**config.mk**
```make
export PLATFORM = sky130hd
export DESIGN_NAME = si_window_countrate
export DESIGN_NICKNAME = d
export VERILOG_FILES = /design/src/rtl/si_countrate_pkg.sv /design/src/rtl/si_countrate_wb_regs.sv /design/src/rtl/si_window_countrate.sv
export SDC_FILE = /design/constraint.sdc
export NUM_CORES = 2
export LEC_CHECK = 0
export CAP_MARGIN = 15
export CORE_MARGIN = 5
export CORE_UTILIZATION = 45
export CTS_BUF_LIST = sky130_fd_sc_hd__clkbuf_4 sky130_fd_sc_hd__clkbuf_8 sky130_fd_sc_hd__clkbuf_16
export CTS_CLUSTER_DIAMETER = 120
export DETAILED_ROUTE_END_ITERATION = 8
export PLACE_DENSITY = 0.62
export SLEW_MARGIN = 20
export SYNTH_ARGS = -nofsm -noshare
export SYNTH_HDL_FRONTEND = slang
export SYNTH_SLANG_ARGS = --single-unit
```
**constraint.sdc**
```tcl
create_clock -name clk -period 6.9 [get_ports clk]
set_input_delay 1.38 -clock clk [delete_from_list [all_inputs] [get_ports clk]]
set_output_delay 1.38 -clock clk [all_outputs]
set_load 0.03 [all_outputs]
```
**src/rtl/si_countrate_pkg.sv**
```systemverilog
// Shared definitions for the windowed tag count-rate block: register map,
// control/status bit positions and the window state machine encoding.
package si_countrate_pkg;

  localparam logic [7:0] REG_CTRL        = 8'h00;
  localparam logic [7:0] REG_WLEN_LO     = 8'h04;
  localparam logic [7:0] REG_WLEN_HI     = 8'h08;
  localparam logic [7:0] REG_STATUS      = 8'h0C;
  localparam logic [7:0] REG_RESULT_BASE = 8'h80;

  localparam int CTRL_ENABLE_BIT  = 0;
  localparam int CTRL_FALLING_BIT = 1;

  localparam int STATUS_VALID_BIT = 0;
  localparam int STATUS_DISC_BIT  = 1;
  localparam int STATUS_SEQ_LSB   = 16;
  localparam int SEQ_WIDTH        = 16;

  typedef enum logic [1:0] {
    IDLE = 2'd0,
    ARM  = 2'd1,
    RUN  = 2'd2
  } state_e;

endpackage

```
**src/rtl/si_countrate_wb_regs.sv**
```systemverilog
// Wishbone slave for the count-rate block: CTRL/WLEN/STATUS registers,
// single-cycle ack generation and the registered read mux over the result bank.
module si_countrate_wb_regs
  import si_countrate_pkg::*;
#(
  parameter int NUM_CHANNELS = 32,
  parameter int COUNT_WIDTH  = 32
) (
  input  logic                                      clk,
  input  logic                                      rst_n,
  input  logic [7:0]                                wb_adr_i,
  input  logic [31:0]                               wb_dat_i,
  output logic [31:0]                               wb_dat_o,
  input  logic                                      wb_we_i,
  input  logic                                      wb_stb_i,
  input  logic                                      wb_cyc_i,
  output logic                                      wb_ack_o,
  input  logic [NUM_CHANNELS-1:0][COUNT_WIDTH-1:0]  result_i,
  input  logic [SEQ_WIDTH-1:0]                      seq_i,
  input  logic                                      snapshot_i,
  input  logic                                      disc_i,
  output logic                                      enable_o,
  output logic                                      count_falling_o,
  output logic [63:0]                               wlen_o,
  output logic                                      status_clr_o
);

  logic        ack_q, ack_d;
  logic [31:0] dat_q, dat_d;
  logic [1:0]  ctrl_q, ctrl_d;
  logic [63:0] wlen_q, wlen_d;
  logic        valid_q, valid_d;
  logic        access;
  logic        wr;
  logic [4:0]  rd_ch;
  logic [31:0] rd_data;

  always_comb begin
    access       = wb_cyc_i & wb_stb_i & ~ack_q;
    wr           = access & wb_we_i;
    rd_ch        = wb_adr_i[6:2];
    rd_data      = '0;
    ctrl_d       = ctrl_q;
    wlen_d       = wlen_q;
    status_clr_o = 1'b0;

    case (wb_adr_i)
      REG_CTRL:    rd_data = {30'd0, ctrl_q};
      REG_WLEN_LO: rd_data = wlen_q[31:0];
      REG_WLEN_HI: rd_data = wlen_q[63:32];
      REG_STATUS:  rd_data = {seq_i, 14'd0, disc_i, valid_q};
      default: begin
        // Result window: word-aligned only, channels beyond the bank read 0
        if (wb_adr_i[7] && (wb_adr_i[1:0] == 2'b00) && (int'(rd_ch) < NUM_CHANNELS))
          rd_data = 32'(result_i[rd_ch]);
      end
    endcase

    if (wr) begin
      case (wb_adr_i)
        REG_CTRL:    ctrl_d = {wb_dat_i[CTRL_FALLING_BIT], wb_dat_i[CTRL_ENABLE_BIT]};
        REG_WLEN_LO: wlen_d[31:0] = wb_dat_i;
        REG_WLEN_HI: wlen_d[63:32] = wb_dat_i;
        REG_STATUS:  status_clr_o = 1'b1;
        default:     ;
      endcase
    end

    // A snapshot landing on the same edge as a clear wins: the newer result stays flagged
    valid_d = snapshot_i ? 1'b1 : (status_clr_o ? 1'b0 : valid_q);
    ack_d   = access;
    dat_d   = access ? rd_data : dat_q;
  end

  always_ff @(posedge clk or negedge rst_n) begin
    if (!rst_n) begin
      ack_q   <= 1'b0;
      dat_q   <= '0;
      ctrl_q  <= '0;
      wlen_q  <= '0;
      valid_q <= 1'b0;
    end else begin
      ack_q   <= ack_d;
      dat_q   <= dat_d;
      ctrl_q  <= ctrl_d;
      wlen_q  <= wlen_d;
      valid_q <= valid_d;
    end
  end

  assign wb_ack_o        = ack_q;
  assign wb_dat_o        = dat_q;
  assign enable_o        = ctrl_q[CTRL_ENABLE_BIT];
  assign count_falling_o = ctrl_q[CTRL_FALLING_BIT];
  assign wlen_o          = wlen_q;

endmodule

```
**src/rtl/si_window_countrate.sv**
```systemverilog
// Per-channel tag counter over fixed windows of tag time; each window boundary
// snapshots the active counts into a result bank readable over Wishbone.
module si_window_countrate
  import si_countrate_pkg::*;
#(
  parameter int NUM_CHANNELS = 32,
  parameter int COUNT_WIDTH  = 32
) (
  input  logic        clk,
  input  logic        rst_n,
  input  logic        s_axis_tvalid,
  output logic        s_axis_tready,
  input  logic        s_axis_tkeep,
  input  logic [4:0]  s_axis_channel,
  input  logic [63:0] s_axis_tagtime,
  input  logic        s_axis_rising_edge,
  input  logic [7:0]  wb_adr_i,
  input  logic [31:0] wb_dat_i,
  output logic [31:0] wb_dat_o,
  input  logic        wb_we_i,
  input  logic        wb_stb_i,
  input  logic        wb_cyc_i,
  output logic        wb_ack_o
);

  localparam logic [COUNT_WIDTH-1:0] COUNT_MAX = '1;

  state_e                                   state_q, state_d;
  logic [63:0]                              window_end_q, window_end_d;
  logic [NUM_CHANNELS-1:0][COUNT_WIDTH-1:0] active_q, active_d;
  logic [NUM_CHANNELS-1:0][COUNT_WIDTH-1:0] result_q, result_d;
  logic [SEQ_WIDTH-1:0]                     seq_q, seq_d;
  logic                                     disc_q, disc_d;
  logic                                     snapshot;
  logic                                     enable;
  logic                                     count_falling;
  logic                                     status_clr;
  logic [63:0]                              wlen;
  logic                                     beat;
  logic                                     qualifies;
  logic [63:0]                              next_end;

  assign s_axis_tready = 1'b1;

  always_comb begin
    state_d      = state_q;
    window_end_d = window_end_q;
    active_d     = active_q;
    result_d     = result_q;
    seq_d        = seq_q;
    disc_d       = disc_q & ~status_clr;
    snapshot     = 1'b0;
    beat         = s_axis_tvalid & s_axis_tkeep & enable;
    qualifies    = beat & (int'(s_axis_channel) < NUM_CHANNELS)
                 & (s_axis_rising_edge | count_falling);
    next_end     = window_end_q + wlen;

    unique case (state_q)
      IDLE: begin
        active_d = '0;
        if (enable && (wlen != 64'd0)) state_d = ARM;
      end
      ARM: begin
        if (!enable || (wlen == 64'd0)) begin
          state_d = IDLE;
        end else if (beat) begin
          window_end_d = s_axis_tagtime + wlen;
          state_d      = RUN;
        end
      end
      RUN: begin
        if (!enable) begin
          state_d = IDLE;
        end else if (beat && (s_axis_tagtime >= window_end_q)) begin
          snapshot = 1'b1;
          result_d = active_q;
          seq_d    = seq_q + 1'b1;
          active_d = '0;
          // Within one window of the old boundary the grid is kept; a longer gap restarts it
          if (s_axis_tagtime < next_end) begin
            window_end_d = next_end;
          end else begin
            window_end_d = s_axis_tagtime + wlen;
            disc_d       = 1'b1;
          end
        end
      end
      default: state_d = IDLE;
    endcase

    if (qualifies && (state_d == RUN)) begin
      if (active_d[s_axis_channel] != COUNT_MAX)
        active_d[s_axis_channel] = active_d[s_axis_channel] + 1'b1;
    end

    if (!enable) seq_d = '0;
  end

  always_ff @(posedge clk or negedge rst_n) begin
    if (!rst_n) begin
      state_q      <= IDLE;
      window_end_q <= '0;
      active_q     <= '0;
      result_q     <= '0;
      seq_q        <= '0;
      disc_q       <= 1'b0;
    end else begin
      state_q      <= state_d;
      window_end_q <= window_end_d;
      active_q     <= active_d;
      result_q     <= result_d;
      seq_q        <= seq_d;
      disc_q       <= disc_d;
    end
  end

  si_countrate_wb_regs #(
    .NUM_CHANNELS (NUM_CHANNELS),
    .COUNT_WIDTH  (COUNT_WIDTH)
  ) u_wb_regs (
    .clk             (clk),
    .rst_n           (rst_n),
    .wb_adr_i        (wb_adr_i),
    .wb_dat_i        (wb_dat_i),
    .wb_dat_o        (wb_dat_o),
    .wb_we_i         (wb_we_i),
    .wb_stb_i        (wb_stb_i),
    .wb_cyc_i        (wb_cyc_i),
    .wb_ack_o        (wb_ack_o),
    .result_i        (result_q),
    .seq_i           (seq_q),
    .snapshot_i      (snapshot),
    .disc_i          (disc_q),
    .enable_o        (enable),
    .count_falling_o (count_falling),
    .wlen_o          (wlen),
    .status_clr_o    (status_clr)
  );

endmodule
```
# == After elaboration in Yosys (flattened, before gate mapping) ==
# Cells that the tools add are included.
# totals
ff_bits,2231
in_bits,117
out_inout_bits,34
word_cells,165
# classes
addsub,4
n_lt_le_gt_ge,5
eq_ne,13
mux,39
n_bitwise,10
n_reduce_logical,20
# op_table
operator,count
$mux 1024,4
$pmux 1024 s2,1
$bwmux 1024,1
$bmux 32 s5,2
$mux 64,5
$demux 32 s5,1
$add 64x64->64,2
$mux 32,4
$pmux 32 s4,1
$pmux 64 s2,1
$ge 64x64->1,1
$logic_not 64->1,1
$lt 64x64->1,1
$reduce_bool 64->1,1
$mux 16,3
$add 32x1->32 const B,1
$ne 32x32->1 const B,1
$add 16x1->16 const B,1
$eq 8x4->1 const B,2
$lt 5x6->1 const B,2
$mux 1,11
$ne 2x2->1 const B,5
$eq 8x3->1 const B,1
$logic_not 8->1,1
17 further kinds,37

# == Longest topological paths before layout ==
# depth
depth_word,12
mapped_depth,29
mapped_depth_nobuf,29

# == Modules after synthesis ==
# Synthesis repeated with hierarchy kept, for this count alone.
# hier_totals
cells_unflattened,12156
area_unflattened_um2,117666.6
# by_module_without_submodules
module,n_inst,cells_each,area_per_inst_um2,seq_area_each_um2
si_window_countrate,1,10944,104585.3,53326.1
si_countrate_wb_regs,1,1212,13081.3,2502.4

# == Least setup slack after synthesis ==
# No wires, ideal clock.
# synth_path
path_kind,register to register
from,"reg u_wb_regs.wlen_q[0], in the netlist u_wb_regs.wlen_o[0]"
to,reg window_end_q[51]
setup_ns,0.083
t_arrival_ns,6.432
t_required_ns,6.817
setup_slack_ns,0.386
stages_incl_launch_ff,29
path_buffers,0
synth_period_minus_slack_ns,6.514
cell_sequence,dfrtp_1 -> ha_1 -> fa_1 -> a211oi_1 -> o21ai_0 -> a31oi_1 -> a2111oi_0 -> o21ai_0 -> a21oi_1 -> nor3_1 -> or3_1 -> a21oi_1 -> a32oi_1 -> nand2b_1 -> a21oi_1 -> xor2_1 -> ha_1 -> nand4_1 -> or2_2 -> or4_1 -> nor3_1 -> nand3_1 -> nor3_1 -> a31oi_1 -> nand3_1 -> clkinv_1 -> or3_1 -> o22a_1 -> o21ai_0
# synth_via
elab_chain_len,6
word_cells_on_any_way,13
cone_classes,2 x add/sub; 1 x order compare; 1 x eq/ne; 6 x mux; 3 x reduce/logical
# synth_lines
item,line_no,source
"start, declared",si_countrate_wb_regs.sv:31,"logic [63:0] wlen_q, wlen_d;"
"start signal, assigned",si_countrate_wb_regs.sv:86,wlen_q <= wlen_d;
$add 64x64->64,si_window_countrate.sv:56,next_end = window_end_q + wlen;
$lt 64x64->1,si_window_countrate.sv:80,if (s_axis_tagtime < next_end) begin
$mux 64,si_window_countrate.sv:80,
$mux 64,si_window_countrate.sv:74,end else if (beat && (s_axis_tagtime >= window_end_q)) begin
$mux 64,si_window_countrate.sv:72,if (!enable) begin
$pmux 64 s2,si_window_countrate.sv:58,unique case (state_q)
"end signal, assigned",si_window_countrate.sv:109,window_end_q <= window_end_d;
"end, declared",si_window_countrate.sv:29,"logic [63:0] window_end_q, window_end_d;"
# Parallel ways exist; a longest one is shown, timed or not. The select of a mux whose other input is x is not followed.
# A chain may end at the register's enable or synchronous reset.

# == Worst setup path after layout ==
# layout_path
from,"reg u_wb_regs.wlen_q[15], in the netlist u_wb_regs.wlen_o[15]"
to,reg window_end_q[2]
# The elaborated chain is that of the path after synthesis.

==> out/qor.csv <==
metric,value,unit
status,completed,
hold_buffers,0,
synth_seq_cells,2231,
post_synth_instance_area,0.115,mm^2
hpwlAfterDp,309000,um
grt_pass1_wl,652000,um
num_rows,186,
drv_cap,0,
syn_area_per_cell,10.1,um^2
antenna_found_initial,25,
max_freq,0.151,GHz
finalInstanceArea,0.135,mm^2
startpoint_type,flip-flop,
required,7.67,ns
vias,93400,
slowest_delay,0.54,ns
ir_drop,0.280,mV
worst_path_max_delay_cell,or4_4,
setup_viol,0,
finish.utilization,52.8,%
cts_tree,built,
grt_usage,33.3,%
synth.net_count,11800,
synth.area.top_cells,"dfrtp_1 (48%), nand2_1 (14%), mux2i_1 (9.5%), mux4_2 (9.0%), ha_1 (2.8%)",
dieArea,0.267,mm^2
final_common_cell,nand2_1,
worst_pin_slew,1.26,ns
initial_utilization,45.1,%
grt_max_degree,173,
powerDensity,215,mW/mm^2
crit_top_cell,buf_4,
ctsLongestPathBuffers,3,
h-tree-depth,4,
worstSetupEndpointType,flip-flop,
relSlewSlack,13.8,%
ant_nets,0,
clock_skew,0.110,ns
io_pins,151,
synth_seq_area_share,48.4,%
mostFrequentLayoutCells,"nand2_1 (4336), dfrtp_1 (2231), mux2i_1 (1092)",
first_pass_iters,6,
hp-start,active_q[562]$_DFF_PN0_,
finalHoldViolCount,0,
hold_path.class,reg2reg,
dpl_worst_slack,-0.578,ns
grt-ovfl-total,0,
viasPerCell,6.05,
crit_start,u_wb_regs.wlen_o[15]$_DFFE_PN0P_,
drcViolationCount,0,
yosysWarnings,0,
yosysUniqueCellTypes,99,
path_clk_slew,0.06,ns
wl_per_cell,29.0,um
area_growth,17.1,%
min_period_over_period,95.9,%
placed_area,0.126,mm^2
ys.flop_type,dfrtp_1,
die_w,517,um
clkLatencyLatePin,0.94,ns
synthArstFlopShare,100,%
io_buffers,149,
r2r_start,u_wb_regs.wlen_o[15]$_DFFE_PN0P_,
die_height,517,um
fin_cells,15400,
root_buffer,clkbuf_16,
grt_pass1_vias,93200,
crit_fanout,18,
worst_ep_arrival_time,7.38,ns
first_iter_violations,10500,
dp_cells,15000,
drv_slew,0,
core_area,0.256,mm^2
synthCells,11500,
worstSetupPathType,reg2reg,
routabilityCongestion,1.00,
clock_sinks,2231,
drt-total-wl,448000,um
layout.nets,12200,
fin_ws,0.283,ns
synth_edf_count,0,
synth_top_cell_area_share,48.4,%
drive_above_1_share,16.5,%
p_leak,66.8,nW
period_needed,6.62,ns
cts_buffers,239,
synth_area_leader_cell,dfrtp_1,
[worst max-delay path, delay by kind of cell (launching register included)]
family	cells	cell delay, ns
AO/OA/AOI/OAI	12	2.03
XOR/XNOR	1	0.09
adder cells (fa/ha/maj)	2	0.61
buffers and inverters	7	1.14
flip-flops	1	0.42
AND/OR/NAND/NOR	11	2.18
[state kept, by name, indices dropped and copies added (netlist names), 2 cells and up]
| name | count |
|---|---|
| state_q | 2 |
| seq_q | 16 |
| result_q | 1024 |
| window_end_q | 64 |
| u_wb_regs.ctrl_q | 2 |
| u_wb_regs.wlen_o | 64 |
| u_wb_regs.wb_dat_o | 32 |
| active_q | 1024 |
[power by group]
part	internal (W)	switching [W]	total [W]	leakage, nW
clock network	0.00824	0.00582	0.0141	4.32
registers	0.0131	0.00000685	0.0131	30.9
logic	0.000560	0.00132	0.00188	31.6
[cell usage after synthesis (49+ instances only)]
cell      count
nand2_1    4337
dfrtp_1    2231
mux2i_1    1096
clkbuf_1    580
mux4_2      460
a21oi_1     256
ha_1        256
nor2_1      247
o21ai_0     201
mux2_2      126
inv_1       122
o22ai_1     107
a21o_1      101
nand3_1      97
buf_6        91
xnor2_1      90
a211oi_1     78
buf_2        73
xor2_1       66
nor3_1       63
nand4_1      49
[routing by layer]
metal  up-vias  GRT usage, %  share of wire (%)
met5         -             0              0.017
met4        10          21.0                7.6
met3      1323          7.78                9.1
met2      4724          50.5                 44
met1     47500          43.1                 39
li1      39900             -                  -
[repair_timing]
item                                    CTS  global route
gates resized for setup                  18            36
gates cloned                              0             1
endpoints found under the setup margin   65            64
pin swaps                                 4            13
buffers inserted                          2             3
[cells by family (layout without fill, tap and decap cells)]
family	count (synthesis)	in the layout	share of synthesized area (%)
flip-flops	2231	2231	48.4
AND/OR/NAND/NOR	5084	5084	17.7
multiplexers	1682	1682	19.7
buffers and inverters	951	1505	3.92
adder cells (fa/ha/maj)	258	258	2.81
other	1	20	0.00325
XOR/XNOR	156	156	1.18
AO/OA/AOI/OAI	1111	1111	6.37
[path summary, 6_finish.rpt]
kind	to	slack, ns	cells after the start
max	window_end_q[2]$_DFFE_PN0P_	0.28	33
max reg2reg	window_end_q[2]$_DFFE_PN0P_	0.28	33
min	result_q[562]$_DFFE_PN0P_	0.44	2
max in group asynchronous	active_q[875]$_DFF_PN0_	4.61	3
min in group asynchronous	result_q[890]$_DFFE_PN0P_	0.46	1
min reg2reg	result_q[562]$_DFFE_PN0P_	0.44	2
[through the flow]
step           setup TNS (ns)  total power, W  hold slack [ns]
6_report                    0          0.0290            0.436
5_1_grt              -0.00349          0.0298            0.454
4_1_cts                     0          0.0291            0.429
3_5_place_dp          -156.06          0.0152            0.457
3_3_place_gp          -122.18          0.0152            0.451
2_1_floorplan               0          0.0141            0.440
[layout make-up]
| type | count | area [um^2] |
|---|---|---|
| fillers | 22500 | 121000 |
| clock inverters | 125 | 1740 |
| inverters | 127 | 477 |
| diodes | 19 | 47.5 |
| well taps | 3384 | 4230 |
| flip-flops and latches | 2231 | 55800 |
| multi-input cells | 8292 | 55800 |
| clock buffers | 330 | 6980 |
| repair buffers | 923 | 10100 |
Power figures use the tool's default switching activity.
